**src/rtl/gimli_stream_buffer_in_pipe.sv**
```systemverilog
`default_nettype none
// ============================================================================
// Module      : gimli_stream_buffer_in_pipe
// Description : Packs DIN_WIDTH words into DOUT_WIDTH blocks through an
//               assembly stage (A) and a holding stage (H). A short final
//               message is zero-filled up to a full block before it moves
//               into H.
//               Optional macro GIMLI_STREAM_BUFFER_IN_PIPE_PAD_EN places a
//               0x01 marker byte right after the data of a short last block.
// Revision    : 1.0 - initial release
// ============================================================================
module gimli_stream_buffer_in_pipe #(
  parameter int DIN_WIDTH       = 32,
  parameter int DIN_SIZE_WIDTH  = 2,
  parameter int DOUT_WIDTH      = 128,
  parameter int DOUT_SIZE_WIDTH = 4
) (
  input  logic                       clk,
  input  logic                       rst,
  input  logic [DIN_WIDTH-1:0]       din,
  input  logic [DIN_SIZE_WIDTH:0]    din_size,
  input  logic                       din_last,
  input  logic                       din_valid,
  output logic                       din_ready,
  output logic [DOUT_WIDTH-1:0]      dout,
  output logic [DOUT_SIZE_WIDTH:0]   dout_size,
  output logic                       dout_last,
  output logic                       dout_valid,
  input  logic                       dout_ready,
  output logic [DOUT_SIZE_WIDTH:0]   size,
  output logic                       hold_full
);

  localparam int N_WORDS    = DOUT_WIDTH / DIN_WIDTH;
  localparam int CNT_W      = $clog2(N_WORDS + 1);
  localparam int DIN_BYTES  = DIN_WIDTH / 8;
  localparam int DOUT_BYTES = DOUT_WIDTH / 8;
  localparam int ISZ_W      = DIN_SIZE_WIDTH + 1;
  localparam int OSZ_W      = DOUT_SIZE_WIDTH + 1;
  localparam logic [CNT_W-1:0] CNT_FULL = CNT_W'(N_WORDS);
  localparam logic [CNT_W-1:0] CNT_ONE  = CNT_W'(1);

  // Assembly stage
  logic [DOUT_WIDTH-1:0] a_data_q, a_data_d;
  logic [OSZ_W-1:0]      a_bytes_q, a_bytes_d;
  logic [CNT_W-1:0]      a_cnt_q, a_cnt_d;
  logic                  a_last_q, a_last_d;
  logic                  a_pad_q, a_pad_d;

  // Holding stage
  logic [DOUT_WIDTH-1:0] h_data_q, h_data_d;
  logic [OSZ_W-1:0]      h_size_q, h_size_d;
  logic                  h_last_q, h_last_d;
  logic                  h_valid_q, h_valid_d;

  logic                  a_complete;
  logic                  xfer;
  logic                  accept;
  logic [DIN_WIDTH-1:0]  din_masked;

  // Handshake decisions: a full A only drains when H is free or being emptied
  always_comb begin
    a_complete = (a_cnt_q == CNT_FULL);
    xfer       = a_complete && (!h_valid_q || dout_ready);
    din_ready  = !rst && !a_pad_q && (!a_complete || xfer);
    accept     = din_valid && din_ready;
  end

  // Zero every input byte at or above din_size
  always_comb begin
    din_masked = '0;
    for (int i = 0; i < DIN_BYTES; i++) begin
      din_masked[i*8 +: 8] = (ISZ_W'(i) < din_size) ? din[i*8 +: 8] : 8'h00;
    end
  end

  // Assembly next state: clear on transfer, then pad or accept a new word
  always_comb begin
    a_data_d  = a_data_q;
    a_bytes_d = a_bytes_q;
    a_cnt_d   = a_cnt_q;
    a_last_d  = a_last_q;
    a_pad_d   = a_pad_q;
    if (xfer) begin
      a_data_d  = '0;
      a_bytes_d = '0;
      a_cnt_d   = '0;
      a_last_d  = 1'b0;
      a_pad_d   = 1'b0;
    end
    if (a_pad_q) begin
      // Zero-fill word; byte count stays put
      a_data_d = {{DIN_WIDTH{1'b0}}, a_data_q[DOUT_WIDTH-1:DIN_WIDTH]};
      a_cnt_d  = a_cnt_q + CNT_ONE;
      if (a_cnt_q + CNT_ONE == CNT_FULL) begin
        a_pad_d = 1'b0;
      end
    end else if (accept) begin
      // Base is the cleared stage when a transfer happens in this cycle
      a_data_d  = {din_masked, a_data_d[DOUT_WIDTH-1:DIN_WIDTH]};
      a_bytes_d = a_bytes_d + OSZ_W'(din_size);
      a_last_d  = din_last;
      if (din_last && (a_cnt_d + CNT_ONE != CNT_FULL)) begin
        a_pad_d = 1'b1;
      end
      a_cnt_d = a_cnt_d + CNT_ONE;
    end
  end

  // Holding next state: load from A on transfer, otherwise drop when consumed
  always_comb begin
    h_data_d  = h_data_q;
    h_size_d  = h_size_q;
    h_last_d  = h_last_q;
    h_valid_d = h_valid_q;
    if (xfer) begin
      h_data_d  = a_data_q;
      h_size_d  = a_bytes_q;
      h_last_d  = a_last_q;
      h_valid_d = 1'b1;
`ifdef GIMLI_STREAM_BUFFER_IN_PIPE_PAD_EN
      // Marker byte just past the payload of a short last block
      for (int i = 0; i < DOUT_BYTES; i++) begin
        if (a_last_q && (OSZ_W'(i) == a_bytes_q)) begin
          h_data_d[i*8 +: 8] = 8'h01;
        end
      end
`else
      // Short last blocks keep plain zero fill
`endif
    end else if (h_valid_q && dout_ready) begin
      h_valid_d = 1'b0;
    end
  end

  // State registers with synchronous reset
  always_ff @(posedge clk) begin
    if (rst) begin
      a_data_q  <= '0;
      a_bytes_q <= '0;
      a_cnt_q   <= '0;
      a_last_q  <= 1'b0;
      a_pad_q   <= 1'b0;
      h_data_q  <= '0;
      h_size_q  <= '0;
      h_last_q  <= 1'b0;
      h_valid_q <= 1'b0;
    end else begin
      a_data_q  <= a_data_d;
      a_bytes_q <= a_bytes_d;
      a_cnt_q   <= a_cnt_d;
      a_last_q  <= a_last_d;
      a_pad_q   <= a_pad_d;
      h_data_q  <= h_data_d;
      h_size_q  <= h_size_d;
      h_last_q  <= h_last_d;
      h_valid_q <= h_valid_d;
    end
  end

  assign dout       = h_data_q;
  assign dout_size  = h_size_q;
  assign dout_last  = h_last_q;
  assign dout_valid = h_valid_q;
  assign hold_full  = h_valid_q;
  assign size       = a_bytes_q;

endmodule
`default_nettype wire
```
**config.mk**
```make
export PLATFORM = sky130hd
export DESIGN_NAME = gimli_stream_buffer_in_pipe
export DESIGN_NICKNAME = d
export VERILOG_FILES = /design/src/rtl/gimli_stream_buffer_in_pipe.sv
export SDC_FILE = /design/constraint.sdc
export NUM_CORES = 1
export LEC_CHECK = 0
export CAP_MARGIN = 20
export CORE_MARGIN = 4
export CORE_UTILIZATION = 50
export CTS_CLUSTER_DIAMETER = 80
export DETAILED_ROUTE_END_ITERATION = 6
export GPL_ROUTABILITY_DRIVEN = 0
export PLACE_DENSITY = 0.77
export SYNTH_ARGS = -nofsm -noshare
export SYNTH_HDL_FRONTEND = slang
export SYNTH_SLANG_ARGS = --single-unit
```
**constraint.sdc**
```tcl
create_clock -name clk -period 7.85 [get_ports clk]
set_clock_uncertainty 0.15 [all_clocks]
set_input_delay 1.57 -clock clk [delete_from_list [all_inputs] [get_ports clk]]
set_output_delay 1.57 -clock clk [all_outputs]
set_load 0.005 [all_outputs]
```
# After elaboration in Yosys (flattened, before gate mapping)
# Index checks and enable logic that the tools add are counted.
classes:
  n_reduce_logical: 15
  mux: 23
  add_sub_neg: 3
  eq_ne: 3
  order_cmp: 4
ops:
  columns: ["op", "n"]
  rows:
  - ["2-to-1 mux 128 bit", 2]
  - ["2-to-1 mux 96 bit", 1]
  - ["2-to-1 mux 8 bit", 4]
  - ["2-to-1 mux 5 bit", 3]
  - ["2-to-1 mux 1 bit", 10]
  - ["2-to-1 mux 3 bit", 3]
  - ["adder 3 x 1 -> 3 bit (second input constant)", 2]
  - ["equality test 3 bit (second input constant)", 2]
  - ["logical AND 1 bit", 6]
  - ["< comparator 1 x 3 -> 1 bit (first input constant)", 2]
  - ["< comparator 2 x 3 -> 1 bit (first input constant)", 2]
  - ["adder 5 x 3 -> 5 bit", 1]
  - ["logical NOT 1 bit", 4]
  - ["inequality test 3 bit (second input constant)", 1]
  - ["nonzero test 3 bit", 1]
  - ["logical OR 1 bit", 2]
  - ["nonzero test 2 bit", 1]
  - ["OR reduction 2 bit", 1]
word_totals:
  regBits: 273
  in_bits: 40
  output_inout_bits: 142

# Logic depth before layout (Yosys ltp)
# Gate-level depths: netlist of run 1.
logic_depth:
  ltp_word: 10
  ltp_mapped: 13
  depth_no_buf: 11

# Worst setup path after synthesis of run 1
# Ideal clock, no wire load.
synth_path:
  path_kind: "input to register"
  startpoint: "input dout_ready"
  endpoint: "register a_bytes_q[4] (netlist: size[4])"
  cell_stages: 12
  setup_time_ns: 0.078
  n_path_buf: 2
  t_arrival_ns: 3.558
  path_slack_ns: 4.064
  t_required_ns: 7.622
  cell_sequence: "nand2b_1 -> nand3_1 -> buf_2 -> clkbuf_1 -> and2_1 -> ha_1 -> inv_1 -> fa_1 -> nor2b_1 -> o2111ai_1 -> xor2_1 -> nor3_1"
synth_via:
  elab_chain_cells: 7
synth_rtl:
  columns: ["item", "line_no", "text"]
  rows:
  - ["start, declared", "29", "input logic dout_ready,"]
  - ["logical OR 1 bit *", "64", "xfer = a_complete && (!h_valid_q || dout_ready);"]
  - ["logical AND 1 bit *", "64", null]
  - ["parallel branches: the longest is 4 deep, another holds adder 5 x 3 -> 5 bit", null, null]
  - ["2-to-1 mux 5 bit *", "91", "if (a_pad_q) begin"]
  - ["end signal, assigned", "150", "a_bytes_q <= a_bytes_d;"]
  - ["end, declared", "45", "logic [OSZ_W-1:0] a_bytes_q, a_bytes_d;"]
# Every way passes the cells marked *.
# A chain may end at the register's enable or synchronous reset.

# Worst setup path in the final report of run 1
layout_path:
  startpoint: "input dout_ready"
  endpoint: "output din_ready"
layout_via:
  elab_chain_cells: 4
layout_rtl:
  columns: ["item", "line_no", "text"]
  rows:
  - ["logical OR 1 bit", "64", null]
  - ["logical AND 1 bit", "64", null]
  - ["logical OR 1 bit", "65", "din_ready = !rst && !a_pad_q && (!a_complete || xfer);"]
  - ["logical AND 1 bit", "65", null]
  - ["end, declared", "24", "output logic din_ready,"]
# Every way passes these cells.

==> results of run 1 <==
-- metrics by stage --
stage / cells / power, W / utilization / setup WS (ns) / hold slack (ns)
3_3_place_gp: 1359 / 0.00156 / 0.613 / 3.19 / 0.290
5_1_grt: 1410 / 0.00292 / 0.668 / 3.15 / 0.314
6_report: 1410 / 0.00282 / 0.668 / 3.19 / 0.302
2_1_floorplan: 1025 / 0.00151 / - / 4.06 / 0.282
3_5_place_dp: 1359 / 0.00156 / 0.613 / 3.13 / 0.296
4_1_cts: 1407 / 0.00284 / 0.664 / 3.19 / 0.304
-- power by group through the flow --
stage / clock network (W) / logic, W / registers [W]
after global placement: 0 / 0.000112 / 0.00144
final: 0.00129 / 0.000117 / 0.00141
after global routing: 0.00137 / 0.000128 / 0.00141
after detailed placement: 0 / 0.000114 / 0.00144
after CTS: 0.00131 / 0.000114 / 0.00141
after floorplan: 0 / 0.0000739 / 0.00144
-- worst reg2reg max path: stages (launching register included) --
cell and delay (ns):
dfxtp_1 0.38, inv_1 0.08, ha_1 0.28, nand3_4 0.41, buf_4 0.63, nand2_1 0.20
fa_1 0.46, nor2b_1 0.12, o2111ai_1 0.13, xor2_1 0.17, nor3_1 0.13
-- placed cells by master, fill, tap and decap left out, types with 2 or more instances in the layout --
master	n
nor3_1	2
a22o_1	96
inv_1	8
nor2b_1	2
nand2_1	275
clkdlybuf4s50_1	180
dfxtp_1	273
a21o_1	2
nand2b_1	3
nand3_1	68
clkinv_2	2
clkbuf_16	27
clkbuf_8	13
nand3b_1	2
a21oi_1	176
buf_4	12
clkbuf_1	3
xor2_1	2
ha_1	7
clkinvlp_4	2
buf_16	2
and2_1	3
-- sequential cells by signal, indices dropped and copies added (netlist names) --
name / count
a_data_q: 128
dout: 128
dout_size: 5
size: 5
a_cnt_q: 3
a_last_q: 1
a_pad_q: 1
dout_last: 1
dout_valid: 1
-- cells by family after synthesis --
group	synth area share
and+or+nand+nor	0.163
AOI/OAI and AO/OA	0.194
DFF	0.584
buffers and inverters	0.0464
adders and majority gates	0.0115
xor gates and xnor gates	0.00187
-- worst max-delay path by stage --
| stage | from | endpoint | slack [ns] | cells past startpoint |
|---|---|---|---|---|
| after floorplan | dout_ready | size[4] | 4.06 | 12 |
| after global placement | dout_ready | size[4] | 3.19 | 10 |
| after detailed placement | dout_ready | size[4] | 3.13 | 10 |
| after CTS | dout_ready | din_ready | 3.19 | 4 |
| after global routing | dout_ready | din_ready | 3.15 | 4 |
| final | dout_ready | din_ready | 3.19 | 4 |
-- layout make-up --
class / count / area, sq um
well taps: 229 / 287
inverters: 8 / 30.0
fillers: 1479 / 6050
clock buffers: 43 / 866
flip-flops and latches: 273 / 5470
clock inverters: 5 / 55.1
repair buffers: 195 / 1970
multi-input cells: 657 / 3490
-- routing by layer --
| layer | share of wire | wire [um] |
|---|---|---|
| met2 | 0.44 | 10400 |
| met3 | 0.060 | 1410 |
| met4 | 0.013 | 301 |
| met5 | 0 | 0 |
| met1 | 0.48 | 11300 |
==> impl_results.html, run 1 <==
<table>
<tr><th>Metric</th><th>Value</th></tr>
<tr><th colspan="2">Die</th></tr>
<tr><td>Chip height</td><td>around 140 um</td></tr>
<tr><td>Die boundary width</td><td>145 um</td></tr>
<tr><td>Die outline area</td><td>21000 sq um</td></tr>
<tr><td>Floorplan row count</td><td>49</td></tr>
<tr><td>I/O pin count</td><td>182</td></tr>
<tr><td>Starting Density</td><td>0.514</td></tr>
<tr><td>Area of the core region</td><td>18200 sq um</td></tr>
<tr><th colspan="2">Pwr</th></tr>
<tr><td>Largest voltage drop on the vdd net</td><td>approximately 170 uV</td></tr>
<tr><td>Clk pwr share</td><td>0.458</td></tr>
<tr><td>Static power due to leakage</td><td>4.24 nW</td></tr>
<tr><td>Sequential group share of total power</td><td>0.501</td></tr>
<tr><td>Internal cell power</td><td>0.00223 W</td></tr>
<tr><td>Ratio of total power to cell area</td><td>approximately 230 nW/um^2</td></tr>
<tr><td>Combinational power share</td><td>0.042</td></tr>
<tr><td>Sw Ratio</td><td>0.211</td></tr>
<tr><td>Net switching component of the power</td><td>0.000596 W</td></tr>
<tr><th colspan="2">Global routing</th></tr>
<tr><td>Antenna violations before repair</td><td>0</td></tr>
<tr><td>GR Util met3</td><td>0.0378</td></tr>
<tr><td>Global routing usage on met2</td><td>0.321</td></tr>
<tr><td>Busiest layer in global routing</td><td>met1</td></tr>
<tr><td>Maximum number of pins on one net before global-route repair</td><td>around 110</td></tr>
<tr><td>Congestion Overflow GR</td><td>0</td></tr>
<tr><td>Wire length of the first global-routing pass</td><td>~37 mm</td></tr>
<tr><td>Number of global-route vias before repair</td><td>6911</td></tr>
<tr><td>Global-route track usage on met1</td><td>0.326</td></tr>
<tr><td>Global-route usage over all layers</td><td>0.214</td></tr>
<tr><th colspan="2">CTS</th></tr>
<tr><td>Number of buffers inserted for hold repair after clock tree synthesis</td><td>0</td></tr>
<tr><td>Post-CTS repair timing setup buffer count</td><td>0</td></tr>
<tr><td>Clock root buffer master</td><td>clkbuf_16</td></tr>
<tr><td>Number of instances resized during post-cts repair</td><td>0</td></tr>
<tr><td>TritonCTS clock tree</td><td>yes</td></tr>
<tr><td>CTS clock-pin slew for the worst setup and hold paths</td><td>0.06 ns</td></tr>
<tr><td>Insertion delay to the later sink of the worst-skew pair</td><td>0.51 ns</td></tr>
<tr><td>Clock buffers created by TritonCTS</td><td>26</td></tr>
<tr><td>Count of clock tree sinks</td><td>273</td></tr>
<tr><td>Buffer depth of the longest clock path</td><td>3</td></tr>
<tr><td>Clock H-tree levels</td><td>1</td></tr>
<tr><th colspan="2">Critical path</th></tr>
<tr><td>Kind of critical path</td><td>input port to primary output</td></tr>
<tr><td>CP arrival</td><td>2.94 ns</td></tr>
<tr><td>Maximum cell stage delay along the critical path</td><td>0.53 ns</td></tr>
<tr><td>Endpoint type of the worst setup path</td><td>primary output</td></tr>
<tr><td>Reg-to-Reg Start</td><td>a_cnt_q[0]</td></tr>
<tr><td>Most numerous cell on the critical path</td><td>clkdlybuf4s50_1</td></tr>
<tr><td>Critical-path top delay cell</td><td>clkdlybuf4s50_1</td></tr>
<tr><td>Critical Path Source Type</td><td>input port</td></tr>
<tr><td>Reg2reg end</td><td>size[4]</td></tr>
<tr><td>Kind of cell adding the most delay to the critical path</td><td>buffers and inverters</td></tr>
<tr><td>Worst Path Max Fanout</td><td>5</td></tr>
<tr><td>Required time of the worst setup path</td><td>about 6.1 ns</td></tr>
<tr><td>Cells along the critical path</td><td>clkdlybuf4s50_1, nand4b_4, nor2b_1, clkdlybuf4s50_1</td></tr>
<tr><td>Worst reg-to-reg path cell count</td><td>10</td></tr>
<tr><td>Reg-to-reg slack, setup</td><td>4.63 ns</td></tr>
<tr><td>Worst path buffer plus inverter count</td><td>2</td></tr>
<tr><th colspan="2">Yosys</th></tr>
<tr><td>EDFF count, synth</td><td>0</td></tr>
<tr><td>Count leader, synth</td><td>nand2_1</td></tr>
<tr><td>Leading register cell type out of synthesis</td><td>dfxtp_1</td></tr>
<tr><td>Number of unique standard cell types used by synthesis</td><td>36</td></tr>
<tr><td>Sequential area share after synthesis</td><td>0.584</td></tr>
<tr><td>Cell types occupying the most area after synthesis</td><td>dfxtp_1 58%, nand2_1 11%, a21oi_1 9.4%</td></tr>
<tr><td>Post-synthesis area per instance</td><td>9.14 sq um</td></tr>
<tr><td>Cells after Synth</td><td>just over 1000</td></tr>
<tr><td>Synthesis-stage register bit count</td><td>273</td></tr>
<tr><td>Proportion of register bits with asynchronous set or reset after synthesis</td><td>0</td></tr>
<tr><td>Nets in the synthesized netlist</td><td>approximately 1100</td></tr>
<tr><td>Total number of yosys warnings</td><td>0</td></tr>
<tr><td>Cell Area, Synth</td><td>~9400 sq um</td></tr>
<tr><td>Synth cell count leaders</td><td>275 x nand2_1, 273 x dfxtp_1, 176 x a21oi_1</td></tr>
<tr><td>Fraction of post-synthesis cell area in the top cell type by area</td><td>0.584</td></tr>
<tr><td>Post-synth top area cell</td><td>dfxtp_1</td></tr>
<tr><th colspan="2">Detailed routing</th></tr>
<tr><td>Total via count after detailed routing</td><td>between 7000 and 8000</td></tr>
<tr><td>Wire per inst</td><td>16.6 um</td></tr>
<tr><td>Number of remaining DRC errors</td><td>0</td></tr>
<tr><td>First-pass iteration count of the detailed router</td><td>5</td></tr>
<tr><td>Avg Vias per Cell</td><td>about 5.4</td></tr>
<tr><td>Total wire length after detailed routing</td><td>approximately 23 mm</td></tr>
<tr><td>Antenna-violating nets left</td><td>0</td></tr>
<tr><td>DRC violation total after the first TritonRoute iteration</td><td>~530</td></tr>
<tr><th colspan="2">Final layout</th></tr>
<tr><td>Fraction of final layout cells with drive strength greater than 1</td><td>0.0567</td></tr>
<tr><td>Area of all placed cells without fillers</td><td>12200 sq um</td></tr>
<tr><td>Number of nets in the final layout</td><td>roughly 1200</td></tr>
<tr><td>Synthesis-to-finish area growth</td><td>29.9%</td></tr>
<tr><td>Antenna cells</td><td>0</td></tr>
<tr><th colspan="2">STA</th></tr>
<tr><td>Slew Limit Fails</td><td>0</td></tr>
<tr><td>Final Hold Vio Count</td><td>0</td></tr>
<tr><td>Part of the cycle the worst path needs</td><td>0.593</td></tr>
<tr><td>Max-slew headroom at the worst pin</td><td>0.486</td></tr>
<tr><td>Minimum clock period after layout</td><td>4.66 ns</td></tr>
<tr><td>Count of endpoints failing setup in the final report</td><td>0</td></tr>
<tr><td>Fmax</td><td>215 MHz</td></tr>
<tr><td>Total negative slack</td><td>0 ns</td></tr>
<tr><td>RSZ-0062 raised after global routing</td><td>no</td></tr>
<tr><td>Slew @ Worst Pin</td><td>0.771 ns</td></tr>
<tr><th colspan="2">Worst hold path</th></tr>
<tr><td>Worst-case hold path end point</td><td>dout[8]</td></tr>
<tr><td>Worst Hold Class</td><td>register to register</td></tr>
<tr><td>Source of the worst hold timing path</td><td>dout[8]</td></tr>
<tr><td>Cells on Worst Hold Path</td><td>2</td></tr>
<tr><th colspan="2">Run status</th></tr>
<tr><td>Result of the run</td><td>finished clean</td></tr>
<tr><th colspan="2">Place</th></tr>
<tr><td>Number of port buffers</td><td>about 180</td></tr>
<tr><td>Instance area at placement</td><td>11200 sq um</td></tr>
<tr><td>Final HPWL from detailed placement</td><td>around 15 mm</td></tr>
<tr><th colspan="2">Job</th></tr>
<tr><td>Number of max-cap violations</td><td>0</td></tr>
</table>
Power figures use the tool's default switching activity.
==> run 2: changes to the inputs <==
==> constraint.sdc (replaced) <==
create_clock -name clk -period 4.3 [get_ports clk]
set_clock_uncertainty 0.15 [all_clocks]
set_input_delay 0.86 -clock clk [delete_from_list [all_inputs] [get_ports clk]]
set_output_delay 0.86 -clock clk [all_outputs]
set_load 0.005 [all_outputs]
==> impl_results.html, run 2 (synthesis gave the netlist of run 1 again) <==
<table>
<tr><th>Metric</th><th>Value</th></tr>
<tr><th colspan="2">Critical path</th></tr>
<tr><td>CP arrival</td><td>2.24 ns (was 2.94 ns)</td></tr>
<tr><td>Worst Path Max Fanout</td><td>5 (unchanged)</td></tr>
<tr><td>Endpoint type of the worst setup path</td><td>primary output (unchanged)</td></tr>
<tr><td>Worst reg-to-reg path cell count</td><td>8 (was 10)</td></tr>
<tr><td>Kind of critical path</td><td>input port to primary output (unchanged)</td></tr>
<tr><td>Worst setup path startpoint</td><td>dout_ready (unchanged)</td></tr>
<tr><td>Critical Path Source Type</td><td>input port (unchanged)</td></tr>
<tr><td>Reg-to-Reg Start</td><td>a_cnt_q[0] (unchanged)</td></tr>
<tr><td>Required time of the worst setup path</td><td>3.29 ns (was 6.13 ns)</td></tr>
<tr><th colspan="2">STA</th></tr>
<tr><td>Count of endpoints failing setup in the final report</td><td>0 (unchanged)</td></tr>
<tr><td>Crit path setup slack, layout</td><td>1.05 ns (was 3.19 ns)</td></tr>
<tr><td>Slew Limit Fails</td><td>0 (unchanged)</td></tr>
<tr><td>Total negative slack</td><td>0 ns (unchanged)</td></tr>
<tr><td>RSZ-0062 raised after global routing</td><td>no (unchanged)</td></tr>
<tr><td>Slew @ Worst Pin</td><td>0.947 ns (was 0.771 ns)</td></tr>
<tr><td>Minimum clock period after layout</td><td>3.25 ns</td></tr>
<tr><td>Part of the cycle the worst path needs</td><td>0.755</td></tr>
<tr><td>Final Hold Vio Count</td><td>0 (unchanged)</td></tr>
<tr><td>Max-slew headroom at the worst pin</td><td>0.369 (was 0.486)</td></tr>
<tr><td>Fmax</td><td>slightly above 300 MHz</td></tr>
<tr><th colspan="2">Place</th></tr>
<tr><td>Instance area at placement</td><td>11200 sq um (about the same)</td></tr>
<tr><td>Post-placement setup slack</td><td>0.911 ns (was 3.13 ns)</td></tr>
<tr><td>Final HPWL from detailed placement</td><td>14.5 mm (was 14.8 mm)</td></tr>
<tr><td>Number of port buffers</td><td>181 (unchanged)</td></tr>
<tr><td>Total placed cells including tap cells</td><td>1358 (was 1359)</td></tr>
<tr><th colspan="2">Die</th></tr>
<tr><td>Die boundary width</td><td>145 um (unchanged)</td></tr>
<tr><td>Chip height</td><td>145 um (unchanged)</td></tr>
<tr><td>Die outline area</td><td>21000 sq um (unchanged)</td></tr>
<tr><td>Floorplan row count</td><td>49 (unchanged)</td></tr>
<tr><td>I/O pin count</td><td>182 (unchanged)</td></tr>
<tr><td>Area of the core region</td><td>18200 sq um (unchanged)</td></tr>
<tr><td>Starting Density</td><td>0.514 (unchanged)</td></tr>
<tr><th colspan="2">Run status</th></tr>
<tr><td>Result of the run</td><td>finished clean (unchanged)</td></tr>
<tr><th colspan="2">Global routing</th></tr>
<tr><td>Antenna violations before repair</td><td>0 (unchanged)</td></tr>
<tr><td>Wire length of the first global-routing pass</td><td>36.8 mm (was 36.9 mm)</td></tr>
<tr><td>Number of global-route vias before repair</td><td>6946 (was 6911)</td></tr>
<tr><td>Global-route usage over all layers</td><td>0.213 (was 0.214)</td></tr>
<tr><td>Congestion Overflow GR</td><td>0 (unchanged)</td></tr>
<tr><td>Maximum number of pins on one net before global-route repair</td><td>107 (was 106)</td></tr>
<tr><th colspan="2">CTS</th></tr>
<tr><td>Number of instances resized during post-cts repair</td><td>0 (unchanged)</td></tr>
<tr><td>Clock H-tree levels</td><td>1 (unchanged)</td></tr>
<tr><td>Insertion delay to the later sink of the worst-skew pair</td><td>0.52 ns (was 0.51 ns)</td></tr>
<tr><td>Post-CTS repair timing setup buffer count</td><td>0 (unchanged)</td></tr>
<tr><td>Clock buffers created by TritonCTS</td><td>26 (unchanged)</td></tr>
<tr><td>Number of buffers inserted for hold repair after clock tree synthesis</td><td>0 (unchanged)</td></tr>
<tr><td>Buffer depth of the longest clock path</td><td>3 (unchanged)</td></tr>
<tr><td>CTS clock-pin slew for the worst setup and hold paths</td><td>0.06 ns (about the same)</td></tr>
<tr><td>Count of clock tree sinks</td><td>273 (unchanged)</td></tr>
<tr><td>TritonCTS clock tree</td><td>yes (unchanged)</td></tr>
<tr><td>Clock root buffer master</td><td>clkbuf_16 (unchanged)</td></tr>
<tr><th colspan="2">Detailed routing</th></tr>
<tr><td>Avg Vias per Cell</td><td>5.45 (was 5.41)</td></tr>
<tr><td>Number of remaining DRC errors</td><td>0 (unchanged)</td></tr>
<tr><td>Met2 layer wire length in the routed design</td><td>10.2 mm (was 10.4 mm)</td></tr>
<tr><td>First-pass iteration count of the detailed router</td><td>5 (unchanged)</td></tr>
<tr><td>Post-Route M1 WL</td><td>11.1 mm (was 11.3 mm)</td></tr>
<tr><td>Total wire length after detailed routing</td><td>23.4 mm (about the same)</td></tr>
<tr><td>DRC violation total after the first TritonRoute iteration</td><td>540 (was 531)</td></tr>
<tr><td>Antenna-violating nets left</td><td>0 (unchanged)</td></tr>
<tr><td>Met3 routed WL</td><td>1.61 mm (was 1.41 mm)</td></tr>
<tr><td>Wire per inst</td><td>16.6 um (about the same)</td></tr>
<tr><td>Total via count after detailed routing</td><td>7667 (was 7627)</td></tr>
<tr><td>Topmost layer with routed signal wires</td><td>met4 (unchanged)</td></tr>
<tr><th colspan="2">Pwr</th></tr>
<tr><td>Largest voltage drop on the vdd net</td><td>281 uV (was 165 uV)</td></tr>
<tr><td>Ratio of total power to cell area</td><td>425 nW/um^2 (was 232 nW/um^2)</td></tr>
<tr><td>Static power due to leakage</td><td>4.22 nW (was 4.24 nW)</td></tr>
<tr><th colspan="2">Final layout</th></tr>
<tr><td>Most used cells in the layout excluding fill and tap cells</td><td>275 x nand2_1, 273 x dfxtp_1, 180 x clkdlybuf4s50_1, 176 x a21oi_1, 96 x a22o_1 (unchanged)</td></tr>
<tr><td>Count of placed standard cells in the final layout, fillers left out</td><td>1407 (was 1410)</td></tr>
<tr><td>Most common library cell in the layout ignoring fill and taps</td><td>nand2_1 (unchanged)</td></tr>
<tr><td>Area of all placed cells without fillers</td><td>12100 sq um (was 12200 sq um)</td></tr>
<tr><td>Synthesis-to-finish area growth</td><td>29.6% (was 29.9%)</td></tr>
<tr><td>Fraction of final layout cells with drive strength greater than 1</td><td>0.0535 (was 0.0567)</td></tr>
<tr><td>Final core utilization</td><td>0.667 (was 0.668)</td></tr>
<tr><td>Number of nets in the final layout</td><td>1206 (was 1209)</td></tr>
<tr><td>Antenna cells</td><td>0 (unchanged)</td></tr>
<tr><th colspan="2">Worst hold path</th></tr>
<tr><td>Worst Hold Class</td><td>register to register (unchanged)</td></tr>
<tr><td>Cells on Worst Hold Path</td><td>2 (unchanged)</td></tr>
<tr><td>Source of the worst hold timing path</td><td>a_data_q[10] (was dout[8])</td></tr>
<tr><th colspan="2">Job</th></tr>
<tr><td>Number of max-cap violations</td><td>0 (unchanged)</td></tr>
</table>
[run 2: cell count changes in the layout (fill, tap and decap cells not counted), moves of 2 or more]
cell	change
bufinv_16	+2
buf_12	+3
clkbuf_8	-8
clkinv_4	+2
buf_4	-5
clkinv_2	+4
[run 2: where the power goes]
| part | internal, W | switching, W | leakage [nW] | total (W) |
|---|---|---|---|---|
| logic | 0.0000826 | 0.000134 | 1.57 | 0.000217 |
| registers | 0.00255 | 0.0000255 | 2.20 | 0.00258 |
| clock network | 0.00142 | 0.000948 | 0.448 | 0.00236 |
| total | 0.00405 | 0.00111 | 4.22 | 0.00516 |
[run 2: path summary, 6_finish.rpt]
check | slack (ns) | endpoint
worst min register to register | 0.30 | dout[10]
worst min-delay path | 0.30 | dout[10]
worst max register to register | 1.73 | a_cnt_q[2]
worst max-delay path | 1.05 | din_ready
[run 2: cell type report]
type,count,area [sq um]
Inverter,8,30.0
Timing Repair Buffer,192,1960
Clock buffer,36,759
Sequential cell,273,5470
Multi-Input combinational cell,657,3490
Clock inverter,12,145
Tap cell,229,287
Fill cell,1450,6070
[run 2: worst max-delay path, cell delays in order]
cell             delay, ns
clkdlybuf4s50_1       0.51
nand4b_4              0.18
nor2b_1               0.15
clkdlybuf4s50_1       0.53
[run 2: per-layer routing]
metal  GRT usage  vias to the layer above
li1            -                     3786
met2       0.312                      282
met4      0.0584                        0
met5           0                        -
met1       0.321                     3565
met3      0.0407                       34
[run 2: through the flow]
stage | total power, W | hold WS, ns
5_1_grt | 0.00534 | 0.320
3_5_place_dp | 0.00285 | 0.295
6_report | 0.00516 | 0.298
3_3_place_gp | 0.00285 | 0.291
2_1_floorplan | 0.00276 | 0.282
4_1_cts | 0.00520 | 0.293
==> run 3: changes to the inputs <==
==> constraint.sdc (replaced) <==
create_clock -name clk -period 3.25 [get_ports clk]
set_clock_uncertainty 0.15 [all_clocks]
set_input_delay 0.65 -clock clk [delete_from_list [all_inputs] [get_ports clk]]
set_output_delay 0.65 -clock clk [all_outputs]
set_load 0.005 [all_outputs]
==> impl_results.html, run 3 (synthesis gave the netlist of run 1 again) <==
<table>
<tr><th>Metric</th><th>Value</th></tr>
<tr><th colspan="2">Detailed routing</th></tr>
<tr><td>Total via count after detailed routing</td><td>7661 (was 7667)</td></tr>
<tr><td>Wire per inst</td><td>16.6 um (about the same)</td></tr>
<tr><td>DRC violation total after the first TritonRoute iteration</td><td>321 (was 540)</td></tr>
<tr><td>First-pass iteration count of the detailed router</td><td>7 (was 5)</td></tr>
<tr><td>Total wire length after detailed routing</td><td>23.4 mm (about the same)</td></tr>
<tr><td>Number of remaining DRC errors</td><td>0 (unchanged)</td></tr>
<tr><td>Antenna-violating nets left</td><td>0 (unchanged)</td></tr>
<tr><td>Avg Vias per Cell</td><td>5.42 (was 5.45)</td></tr>
<tr><th colspan="2">CTS</th></tr>
<tr><td>Clock H-tree levels</td><td>1 (unchanged)</td></tr>
<tr><td>Insertion delay to the later sink of the worst-skew pair</td><td>0.51 ns (was 0.52 ns)</td></tr>
<tr><td>TritonCTS clock tree</td><td>yes (unchanged)</td></tr>
<tr><td>Buffer depth of the longest clock path</td><td>3 (unchanged)</td></tr>
<tr><td>Post-CTS repair timing setup buffer count</td><td>0 (unchanged)</td></tr>
<tr><td>Clock buffers created by TritonCTS</td><td>26 (unchanged)</td></tr>
<tr><td>Clock root buffer master</td><td>clkbuf_16 (unchanged)</td></tr>
<tr><td>CTS clock-pin slew for the worst setup and hold paths</td><td>0.06 ns (about the same)</td></tr>
<tr><td>Count of clock tree sinks</td><td>273 (unchanged)</td></tr>
<tr><td>Number of buffers inserted for hold repair after clock tree synthesis</td><td>0 (unchanged)</td></tr>
<tr><td>Number of instances resized during post-cts repair</td><td>0 (unchanged)</td></tr>
<tr><th colspan="2">Critical path</th></tr>
<tr><td>Critical-path top delay cell</td><td>clkdlybuf4s50_1 (unchanged)</td></tr>
<tr><td>Critical Path Source Type</td><td>register (was input port)</td></tr>
<tr><td>Worst Path Max Fanout</td><td>5 (unchanged)</td></tr>
<tr><td>Required time of the worst setup path</td><td>2.45 ns (was 3.29 ns)</td></tr>
<tr><td>CP arrival</td><td>2.15 ns (was 2.24 ns)</td></tr>
<tr><td>Kind of cell adding the most delay to the critical path</td><td>buffers and inverters (unchanged)</td></tr>
<tr><td>Endpoint type of the worst setup path</td><td>primary output (unchanged)</td></tr>
<tr><td>Kind of critical path</td><td>register to primary output (was input port to primary output)</td></tr>
<tr><td>Worst path buffer plus inverter count</td><td>2 (unchanged)</td></tr>
<tr><td>Maximum cell stage delay along the critical path</td><td>0.54 ns (was 0.53 ns)</td></tr>
<tr><td>Cells along the critical path</td><td>inv_1, ha_1, nand4b_4, nor2b_1, clkdlybuf4s50_1 (was clkdlybuf4s50_1, nand4b_4, nor2b_1, clkdlybuf4s50_1)</td></tr>
<tr><th colspan="2">STA</th></tr>
<tr><td>Worst slack on hold paths</td><td>0.302 ns (was 0.298 ns)</td></tr>
<tr><td>Minimum clock period after layout</td><td>2.95 ns</td></tr>
<tr><td>RSZ-0062 raised after global routing</td><td>no (unchanged)</td></tr>
<tr><td>Fmax</td><td>~340 MHz</td></tr>
<tr><td>Count of endpoints failing setup in the final report</td><td>0 (unchanged)</td></tr>
<tr><td>Final Hold Vio Count</td><td>0 (unchanged)</td></tr>
<tr><td>Max-slew headroom at the worst pin</td><td>0.359 (was 0.369)</td></tr>
<tr><td>Total negative slack</td><td>0 ns (unchanged)</td></tr>
<tr><td>Slew Limit Fails</td><td>0 (unchanged)</td></tr>
<tr><td>Part of the cycle the worst path needs</td><td>0.909</td></tr>
<tr><td>Slew @ Worst Pin</td><td>0.961 ns (was 0.947 ns)</td></tr>
<tr><th colspan="2">Worst hold path</th></tr>
<tr><td>Worst Hold Class</td><td>register to register (unchanged)</td></tr>
<tr><th colspan="2">Place</th></tr>
<tr><td>Number of port buffers</td><td>181 (unchanged)</td></tr>
<tr><td>Instance area at placement</td><td>11300 sq um (was 11200 sq um)</td></tr>
<tr><td>Final HPWL from detailed placement</td><td>15.2 mm (was 14.5 mm)</td></tr>
<tr><th colspan="2">Pwr</th></tr>
<tr><td>Static power due to leakage</td><td>4.27 nW (was 4.22 nW)</td></tr>
<tr><td>Ratio of total power to cell area</td><td>557 nW/um^2 (was 425 nW/um^2)</td></tr>
<tr><td>Largest voltage drop on the vdd net</td><td>383 uV (was 281 uV)</td></tr>
<tr><td>Sum of internal, switching and leakage power</td><td>0.00681 W (was 0.00516 W)</td></tr>
<tr><th colspan="2">Global routing</th></tr>
<tr><td>Number of global-route vias before repair</td><td>7102 (was 6946)</td></tr>
<tr><td>Wire length of the first global-routing pass</td><td>37.5 mm (was 36.8 mm)</td></tr>
<tr><td>Congestion Overflow GR</td><td>0 (unchanged)</td></tr>
<tr><td>Maximum number of pins on one net before global-route repair</td><td>170 (was 107)</td></tr>
<tr><td>Global-route usage over all layers</td><td>0.218 (was 0.213)</td></tr>
<tr><td>Antenna violations before repair</td><td>0 (unchanged)</td></tr>
<tr><th colspan="2">Final layout</th></tr>
<tr><td>Number of nets in the final layout</td><td>1212 (was 1206)</td></tr>
<tr><td>Area of all placed cells without fillers</td><td>12200 sq um (was 12100 sq um)</td></tr>
<tr><td>Fraction of final layout cells with drive strength greater than 1</td><td>0.0583 (was 0.0535)</td></tr>
<tr><td>Synthesis-to-finish area growth</td><td>30.5% (was 29.6%)</td></tr>
<tr><td>Most common library cell in the layout ignoring fill and taps</td><td>nand2_1 (unchanged)</td></tr>
<tr><td>Most used cells in the layout excluding fill and tap cells</td><td>275 x nand2_1, 273 x dfxtp_1, 180 x clkdlybuf4s50_1, 176 x a21oi_1, 96 x a22o_1 (unchanged)</td></tr>
<tr><td>Layout filler cell count</td><td>1504 (was 1450)</td></tr>
<tr><td>Antenna cells</td><td>0 (unchanged)</td></tr>
<tr><th colspan="2">Die</th></tr>
<tr><td>Floorplan row count</td><td>49 (unchanged)</td></tr>
<tr><td>Die boundary width</td><td>145 um (unchanged)</td></tr>
<tr><td>I/O pin count</td><td>182 (unchanged)</td></tr>
<tr><td>Die outline area</td><td>21000 sq um (unchanged)</td></tr>
<tr><td>Starting Density</td><td>0.514 (unchanged)</td></tr>
<tr><td>Area of the core region</td><td>18200 sq um (unchanged)</td></tr>
<tr><td>Chip height</td><td>145 um (unchanged)</td></tr>
<tr><th colspan="2">Job</th></tr>
<tr><td>Number of max-cap violations</td><td>0 (unchanged)</td></tr>
<tr><th colspan="2">Run status</th></tr>
<tr><td>Result of the run</td><td>finished clean (unchanged)</td></tr>
</table>
## run 3: cell count changes in the layout (fill, tap and decap cells not counted), moves of 2 or more
| cell | before | now |
|---|---|---|
| buf_12 | 4 | 9 |
| clkbuf_8 | 5 | 8 |
| buf_4 | 7 | 9 |
| clkinv_4 | 2 | 0 |
## run 3: where the power goes
group          total, W  switching, W  internal (W)  leakage (nW)
logic          0.000301      0.000181      0.000120          1.62
registers       0.00341     0.0000334       0.00338          2.20
clock network   0.00309       0.00123       0.00186         0.451
total           0.00681       0.00145       0.00536          4.27
## run 3: final timing paths
path / startpoint / depth (start not counted) / slack [ns] / endpoint
setup / recovery: a_cnt_q[0] / 5 / 0.30 / din_ready
hold / removal: dout[1] / 2 / 0.30 / dout[1]
setup reg to reg: a_cnt_q[0] / 11 / 0.78 / size[4]
hold reg to reg: dout[1] / 2 / 0.30 / dout[1]
## run 3: layer usage
| layer | track usage | up-vias | part of all wire | wire (um) |
|---|---|---|---|---|
| li1 | - | 3793 | - | - |
| met1 | 0.326 | 3615 | 0.48 | 11300 |
| met2 | 0.327 | 229 | 0.44 | 10200 |
| met3 | 0.0404 | 24 | 0.063 | 1470 |
| met4 | 0.0486 | 0 | 0.016 | 374 |
| met5 | 0 | - | 0 | 0 |
## run 3: area by class of cell
cell class | instances | area, sq um | area share
Clock inverter | 9 | 95.1 | 0.00778
Multi-Input combinational cell | 657 | 3490 | 0.286
Timing Repair Buffer | 198 | 2050 | 0.168
Inverter | 8 | 30.0 | 0.00246
Tap cell | 229 | 287 | 0.0234
Clock buffer | 39 | 801 | 0.0655
Sequential cell | 273 | 5470 | 0.447
## run 3: through the flow
step                      setup slack (ns)  cells  utilization
after floorplan                      0.384   1025            -
after global placement               0.271   1365        0.622
after detailed placement             0.177   1365        0.622
after CTS                            0.279   1413        0.671
after global routing                 0.180   1413        0.671
final                                0.296   1413        0.671
## run 3: worst min-delay path, stage by stage, from the launching register on
cell,delay (ns)
dfxtp_1,0.31
nand2_1,0.05
a21oi_1,0.05
